$ cat config.mk
export PLATFORM = sky130hd
export DESIGN_NAME = pci_arbiter_flat
export DESIGN_NICKNAME = d
export VERILOG_FILES = /design/src/rtl/pci_arbiter_if.sv /design/src/rtl/pci_arbiter.sv /design/src/flat_wrapper.sv
export SDC_FILE = /design/constraint.sdc
export NUM_CORES = 1
export LEC_CHECK = 0
export ABC_AREA = 1
export CORE_MARGIN = 2
export CORE_UTILIZATION = 55
export CTS_CLUSTER_DIAMETER = 100
export DETAILED_ROUTE_END_ITERATION = 8
export PLACE_DENSITY = 0.79
export REMOVE_ABC_BUFFERS = 1
export SYNTH_ARGS = -nofsm -noshare
export SYNTH_HDL_FRONTEND = slang
export SYNTH_SLANG_ARGS = --single-unit
$ cat constraint.sdc
create_clock -name CLK -period 3.9 [get_ports CLK]
set_input_delay 0.39 -clock CLK [delete_from_list [all_inputs] [get_ports CLK]]
set_output_delay 0.39 -clock CLK [all_outputs]
set_load 0.005 [all_outputs]
$ cat src/rtl/pci_arbiter_if.sv
// Bus-side signal bundle between the PCI arbiter and the agents it serves.
// The arbiter connects through the slave modport; agents (or a bench) use master.
interface pci_arbiter_if #(
    parameter int N_MASTERS = 4
);
    localparam int OWNER_W = (N_MASTERS > 1) ? $clog2(N_MASTERS) : 1;

    logic [N_MASTERS-1:0] REQ;
    logic                 FRAME;
    logic                 IRDY;
    logic [N_MASTERS-1:0] GNT;
    logic [OWNER_W-1:0]   GNT_OWNER;
    logic                 BUS_IDLE;
    logic                 TIMEOUT_EVT;

    modport master (
        output REQ, FRAME, IRDY,
        input  GNT, GNT_OWNER, BUS_IDLE, TIMEOUT_EVT
    );

    modport slave (
        input  REQ, FRAME, IRDY,
        output GNT, GNT_OWNER, BUS_IDLE, TIMEOUT_EVT
    );
endinterface

$ cat src/rtl/pci_arbiter.sv
// Round-robin central PCI arbiter with bus parking and unused-grant timeout.
// Every owner change passes through HANDOVER so at most one GNT is ever low.
module pci_arbiter #(
    parameter int N_MASTERS   = 4,
    parameter int GNT_TIMEOUT = 16,
    parameter int PARK_ID     = 0
) (
    input  logic          CLK,
    input  logic          RST,
    pci_arbiter_if.slave  bus
);
    localparam int OWNER_W = (N_MASTERS > 1) ? $clog2(N_MASTERS) : 1;
    localparam int TIMER_W = $clog2(GNT_TIMEOUT);
    localparam logic [OWNER_W-1:0] PARK_IDX  = OWNER_W'(PARK_ID);
    localparam logic [N_MASTERS-1:0] ALL_OFF = '1;

    typedef enum logic [1:0] {HANDOVER, PARK, GRANTED, BUSY} state_t;

    state_t               state;
    logic [N_MASTERS-1:0] gnt;
    logic [OWNER_W-1:0]   owner;
    logic [OWNER_W-1:0]   rr_ptr;
    logic [TIMER_W-1:0]   timer;
    logic                 bus_idle;
    logic                 timeout_evt;

    logic [OWNER_W-1:0]   winner;
    logic                 any_req;
    logic [N_MASTERS-1:0] owner_mask;
    logic [N_MASTERS-1:0] park_mask;
    logic                 others_req;
    logic                 owner_req;
    logic                 park_alone;

    // Scan downward from pointer+N to pointer+1 so the last hit is the first
    // requester found upward from pointer+1.
    always_comb begin
        winner  = rr_ptr;
        any_req = 1'b0;
        for (int k = N_MASTERS; k >= 1; k--) begin
            automatic int idx = (int'(rr_ptr) + k) % N_MASTERS;
            if (!bus.REQ[idx]) begin
                winner  = OWNER_W'(idx);
                any_req = 1'b1;
            end
        end
    end

    assign owner_mask = N_MASTERS'(1) << owner;
    assign park_mask  = N_MASTERS'(1) << PARK_IDX;
    assign others_req = |(~bus.REQ & ~owner_mask);
    assign owner_req  = ~bus.REQ[owner];
    assign park_alone = (~bus.REQ == park_mask);

    always_ff @(posedge CLK or posedge RST) begin
        if (RST) begin
            state       <= HANDOVER;
            gnt         <= ALL_OFF;
            owner       <= PARK_IDX;
            rr_ptr      <= PARK_IDX;
            timer       <= '0;
            bus_idle    <= 1'b1;
            timeout_evt <= 1'b0;
        end else begin
            bus_idle    <= bus.FRAME & bus.IRDY;
            timeout_evt <= 1'b0;
            case (state)
                HANDOVER: begin
                    // A FRAME seen here is illegal; wait for the bus to go idle.
                    if (!bus.FRAME || !bus.IRDY) begin
                        gnt <= ALL_OFF;
                    end else if (any_req) begin
                        gnt   <= ~(N_MASTERS'(1) << winner);
                        owner <= winner;
                        timer <= '0;
                        state <= GRANTED;
                    end else begin
                        gnt   <= ~park_mask;
                        owner <= PARK_IDX;
                        timer <= '0;
                        state <= PARK;
                    end
                end
                PARK: begin
                    if (!bus.FRAME) begin
                        rr_ptr <= owner;
                        state  <= BUSY;
                    end else if (others_req && bus_idle) begin
                        gnt   <= ALL_OFF;
                        state <= HANDOVER;
                    end else if (park_alone) begin
                        timer <= '0;
                        state <= GRANTED;
                    end
                end
                GRANTED: begin
                    // FRAME beats timeout, timeout beats an owner REQ release.
                    if (!bus.FRAME) begin
                        rr_ptr <= owner;
                        state  <= BUSY;
                    end else if (timer == TIMER_W'(GNT_TIMEOUT - 1)) begin
                        timeout_evt <= 1'b1;
                        gnt         <= ALL_OFF;
                        state       <= HANDOVER;
                    end else if (!owner_req) begin
                        gnt   <= ALL_OFF;
                        state <= HANDOVER;
                    end else if (timer != '1) begin
                        timer <= timer + 1'b1;
                    end
                end
                BUSY: begin
                    if (bus.FRAME && bus.IRDY) begin
                        gnt   <= ALL_OFF;
                        state <= HANDOVER;
                    end else if (others_req || !owner_req) begin
                        gnt <= ALL_OFF;
                    end
                end
                default: begin
                    gnt   <= ALL_OFF;
                    state <= HANDOVER;
                end
            endcase
        end
    end

    assign bus.GNT         = gnt;
    assign bus.GNT_OWNER   = owner;
    assign bus.BUS_IDLE    = bus_idle;
    assign bus.TIMEOUT_EVT = timeout_evt;
endmodule
$ cat src/flat_wrapper.sv
// flat-port wrapper written by rule: the top's interface ports become plain ports
module pci_arbiter_flat 
#(
    parameter int N_MASTERS   = 4,
    parameter int GNT_TIMEOUT = 16,
    parameter int PARK_ID     = 0
)
  (CLK, RST, bus_REQ, bus_FRAME, bus_IRDY, bus_GNT, bus_GNT_OWNER, bus_BUS_IDLE, bus_TIMEOUT_EVT);
  pci_arbiter_if #(.N_MASTERS(N_MASTERS)) bus_i ();
  input  logic CLK;
  input  logic RST;
  input wire logic [$bits(bus_i.REQ)-1:0] bus_REQ;
  input wire logic [$bits(bus_i.FRAME)-1:0] bus_FRAME;
  input wire logic [$bits(bus_i.IRDY)-1:0] bus_IRDY;
  output wire logic [$bits(bus_i.GNT)-1:0] bus_GNT;
  output wire logic [$bits(bus_i.GNT_OWNER)-1:0] bus_GNT_OWNER;
  output wire logic [$bits(bus_i.BUS_IDLE)-1:0] bus_BUS_IDLE;
  output wire logic [$bits(bus_i.TIMEOUT_EVT)-1:0] bus_TIMEOUT_EVT;
  assign bus_i.REQ = bus_REQ;
  assign bus_i.FRAME = bus_FRAME;
  assign bus_i.IRDY = bus_IRDY;
  assign bus_GNT = bus_i.GNT;
  assign bus_GNT_OWNER = bus_i.GNT_OWNER;
  assign bus_BUS_IDLE = bus_i.BUS_IDLE;
  assign bus_TIMEOUT_EVT = bus_i.TIMEOUT_EVT;
  pci_arbiter #(.N_MASTERS(N_MASTERS), .GNT_TIMEOUT(GNT_TIMEOUT), .PARK_ID(PARK_ID)) u_core (.CLK(CLK), .RST(RST), .bus(bus_i));
endmodule
# Word-level counts from Yosys, hierarchy flattened
# Index checks and enable logic that the tools add are counted.
dict set report totals {
  register_bits 16
  input_bits 8
  output_inout_bits 8
  wordCells 124
}
dict set report classes {
  add_sub_neg 5
  magnitude_cmp 5
  eq_ne 20
  n_shift 2
  muxes 55
  n_bitwise 11
  reduce_logical 19
}
# cell count
set op_table {}
lappend op_table {{$mux 4} 17}
lappend op_table {{$mux 2} 14}
lappend op_table {{$lt 3x4->1 const B} 4}
lappend op_table {{$mux 1} 16}
lappend op_table {{$pmux 4 s4} 1}
lappend op_table {{$ne 2x2->1 const B} 6}
lappend op_table {{$not 4->4} 3}
lappend op_table {{$pmux 4 s3} 1}
lappend op_table {{$bmux 1 s2} 5}
lappend op_table {{$reduce_or 2->1} 5}
lappend op_table {{$reduce_and 9->1} 1}
lappend op_table {{$ne 2x1->1 const B} 4}
lappend op_table {{$ne 4x2->1 const B} 2}
lappend op_table {{$pmux 2 s4} 1}
lappend op_table {{$shl 1x2->4 const A} 2}
lappend op_table {{$ne 3x1->1 const B} 2}
lappend op_table {{$reduce_and 5->1} 1}
lappend op_table {{$add 2x1->2 const B} 2}
lappend op_table {{$add 2x2->2 const B} 2}
lappend op_table {{$add 4x1->4 const B} 1}
lappend op_table {{$and 1x1->1 const A} 4}
lappend op_table {{$and 4x4->4} 1}
lappend op_table {{$eq 2x2->1 const B} 2}
lappend op_table {{$eq 4x1->1 const B} 1}
lappend op_table {{14 further kinds} 19}

# Logic depth before layout (Yosys ltp)
dict set report logic_depth {
  word_depth 15
  depth_mapped 14
  mapped_depth_nobuf 13
}

# Worst setup path after synthesis
# OpenSTA, ideal clock, no wires.
dict set report synth_timing {
  path_type {reg-to-reg}
  startpoint {reg u_core.state[0]}
  endpoint {reg u_core.timer[3]}
  setup_time_ns 0.095
  t_arrival_ns 1.516
  required_ns 3.805
  setup_slack_ns 2.288
  path_stages_with_launch 8
  n_path_buf 0
  synth_period_minus_slack_ns 1.612
  cell_sequence {dfrtp_1 inv_1 ha_1 o21ai_1 nand2_1 nor3_1 nand3_2 o31ai_1}
}
dict set report synth_between {
  elab_chain_cells 3
  elab_cells_between_ends 14
  cone_classes {10 x eq/ne; 1 x mux; 3 x reduce/logical}
}
# item line
set synth_rtl {}
lappend synth_rtl {{start: declaration} pci_arbiter.sv:19} ;# state_t state;
lappend synth_rtl {{start signal: assignment} pci_arbiter.sv:57} ;# state <= HANDOVER;
lappend synth_rtl {{start signal: assignment} pci_arbiter.sv:76} ;# state <= GRANTED;
lappend synth_rtl {{start signal: assignment} pci_arbiter.sv:81} ;# state <= PARK;
lappend synth_rtl {{$eq 2x2->1 (tied with other cells)} pci_arbiter.sv:67} ;# case (state)
lappend synth_rtl {{$ne 2x2->1 (no line) (tied with other cells)} -}
lappend synth_rtl {{$reduce_and 9->1 (no line)} -}
lappend synth_rtl {{end signal: assignment} pci_arbiter.sv:109} ;# timer <= timer + 1'b1;
lappend synth_rtl {{end: declaration} pci_arbiter.sv:23} ;# logic [TIMER_W-1:0] timer;
# Parallel ways exist; a longest one is shown, timed or not.
# A chain may end at the register's enable or synchronous reset.

# Worst setup path in the final report
dict set report layout_timing {
  startpoint {reg u_core.state[0]}
  endpoint {reg u_core.timer[2]}
}
# The elaborated chain is that of the path after synthesis.

==> summary.md <==
| Metric | Value |
|---|---|
| Arrival time at the worst endpoint | `about 2200 ps` |
| Max incr delay on CP | `430 ps` |
| Drt pass-1 iters | `4` |
| Post-CTS Repair Setup Buffers | `0` |
| Worst-margin pin slew | `between 500 and 600 ps` |
| Primary FF master, synth | `dfrtp_1` |
| Met2 GRT Util | `between 40% and 50%` |
| Initial antenna violation count | `0` |
| Static Leak | `~0.00076 uW` |
| Post-synth EDFFs | `0` |
| Routed wire per std cell | `between 10 and 15 um` |
| M3 GR Usage | `3.43%` |
| Setup violators final | `0` |
| CTS buffer count | `3` |
| Design area | `roughly 1500 sq um` |
| # H-tree levels | `1` |
| Largest net degree at the start of global routing | `17` |
| Fmax | `approximately 500 MHz` |
| Top cell type by total area after synthesis | `dfrtp_1` |
| Synth warn | `0` |
| Delay-heaviest family, CP | `simple AND/OR/NAND/NOR gates` |
| Total GRT Usage | `a little under a quarter` |
| DIE WIDTH | `between 50 and 60 um` |
| Worst-path maximum fanout | `8` |
| Gate count after technology mapping | `189` |
| Area share of the largest cell type after synthesis | `between 20% and 30%` |
| # resized after CTS | `0` |
| Slowest cell on crit path | `dfrtp_1` |
| Later-pin clock latency in the skew report | `between 200 and 300 ps` |
| CP startpoint kind | `flop` |
| Internal reg-to-reg setup slack | `1950 ps` |
| Port Buffers | `15` |
| Hold_ws | `around 440 ps` |
| Post-DP HPWL | `roughly 2300 um` |
| Clk pin slew, worst setup/hold paths | `~110 ps` |
| CP bufs+invs | `1` |
| Count leader, synth | `nand2_1` |
| Die Y | `~52 um` |
| RSZ-0062 raised after global routing | `false` |
| Crit-path cells | `inv_1 -> ha_1 -> o21ai_1 -> nand2_1 -> nor3_1 -> nand3_2 -> o31ai_1` |
| Routed wire length | `about 2800 um` |
| Post-synth cell types | `27` |
| Register area share after synthesis | `between 30% and 40%` |
| Reg-to-Reg Start | `u_core.state[0]` |
| GRT busiest layer | `met2` |
| Root buf cell | `clkbuf_4` |
| Drt drc | `0` |
| Vias | `approximately 1200` |
| CTS tree | `built` |
| Vias in the first global route | `roughly 1100` |
| N_diodes | `0` |
| Top cells by count, synth | `nand2_1, inv_1, nor2_1, nand2_2, nand3_1` |
| Via/cell ratio | `around 5.2` |
| First-pass GRT wire length | `4800 um` |
| Pwr Total | `approximately 1100 uW` |
| Fin nets | `about 220` |
| WP data required | `slightly above 4000 ps` |
| Number of max-cap violations | `0` |
| CTS Buffer Depth | `2` |
| Status | `complete, no violations` |
| CP Class | `flop to flop` |
| Max transition margin | `between 60% and 70%` |
| Layout area overhead | `16.4%` |
| FF+latch count, synth | `16` |
| Avg Inst Size Synth | `6.79 sq um` |
| Pins over their slew limit | `0` |
| Grt ovf | `0` |
| Share of layout cells above drive strength 1 | `between 15 and 20%` |
| Worst Setup SP | `u_core.state[0]` |
| Final hold vios | `0` |
| # rows | `17` |
| Final setup TNS | `0 ps` |
| Critical Path Sink Type | `flop` |
| Synthesized area | `roughly 1300 sq um` |
| Hold-fix buffers, CTS | `0` |
| Ports | `16` |
| Routability cong. | `between 0.8 and 0.9` |
| Final critical-path required period | `1950 ps` |
| Fillcell total | `about 210` |
| Maximum vdd drop | `a little under 0.5 mV` |
| Initial Util | `a little under 60%` |
| Pwr/cell area | `between 700 and 800 nW/um^2` |
| Hold Crit Class | `primary input to asynchronous set/reset pin` |
| Fin crit share | `50.1%` |
| M1 GR Usage | `27.2%` |
| Ys async rst share | `100%` |
| DP Area | `approximately 1500 sq um` |
| Skew final | `14.7 ps` |
| Fin util | `between 60% and 70%` |
| Post-route ant nets | `0` |
| Sink Count | `16` |
| Core box area | `between 2000 and 2500 sq um` |
| 1st-iter DRT viols | `between 40 and 50` |
| Die area | `about 2700 sq um` |
| Area contributors post-synth | `dfrtp_1, nand2_1, dfstp_2, ha_1, nand2_2` |
-- final cells by class --
type                    instances  area (sq um)  share of cell area (%)
clock buffers                   4          36.3                    2.43
inverters                      24          95.1                    6.37
multi-input cells             148           769                    51.6
well taps                      28          35.0                    2.35
flip-flops and latches         16           407                    27.2
repair buffers                 15           150                    10.1
-- worst paths after layout --
path,cells after the start,endpoint
min in group CLK,2,u_core.bus.GNT[0]
min,2,u_core.bus.GNT_OWNER[0]
max in group asynchronous,2,u_core.bus.TIMEOUT_EVT
max reg2reg,7,u_core.timer[2]
min reg2reg,2,u_core.bus.GNT[0]
max,7,u_core.timer[2]
-- state kept, by name, indices dropped and copies added, names as in the netlist --
signal	cells
u_core.bus.GNT	4
u_core.timer	4
u_core.bus.GNT_OWNER	2
u_core.rr_ptr	2
u_core.state	2
u_core.bus.BUS_IDLE	1
u_core.bus.TIMEOUT_EVT	1
-- report_power, final --
part / total [uW] / internal (uW) / switching [uW] / leakage, uW
clock network: 113 / 56.8 / 56.2 / 0.0000210
logic: 709 / 263 / 446 / 0.000548
registers: 295 / 223 / 71.7 / 0.000194
total: 1120 / 542 / 574 / 0.000763
-- placed cells by master (no fill, tap or decap), types with 2 or more instances in the layout --
cell and count:
nor2_1 15, nand4_1 2, clkbuf_4 3, o31ai_1 2
o21a_1 2, nand2_2 13, nor2_4 2, nand2_1 66
nand3_1 12, o21ai_0 9, dfstp_2 5, o21ai_1 5
dfrtp_1 11, inv_2 7, nand3_2 3, ha_1 7
a21oi_1 2, inv_1 16, clkdlybuf4s50_1 15
-- worst register-to-register path, cell delays in order, from the launching register on --
cell	delay, ps
dfrtp_1	430
inv_1	100
ha_1	290
o21ai_1	250
nand2_1	80
nor3_1	250
nand3_2	200
o31ai_1	260
-- metrics by stage --
step,worst slack [ps],cells
2_1_floorplan,2290,188
3_3_place_gp,1970,231
3_5_place_dp,1920,231
4_1_cts,2010,235
5_1_grt,1870,235
6_report,1950,235
-- per-layer routing --
metal	part of all wire (%)	vias up	wire length, um
met2	54	30	1520
met1	42	558	1170
li1	-	632	-
met5	0	-	0
met3	3.5	6	99
met4	0.89	0	25
-- cell families after synthesis --
kind of cell | after synthesis | share of synthesized area (%)
simple gates | 119 | 43.2
buf+inv | 25 | 8.29
compound gates | 20 | 8.58
flops | 16 | 31.7
fa+ha+maj | 7 | 6.83
xor+xnor | 2 | 1.37
No activity file was read; power rests on OpenSTA's default activity.
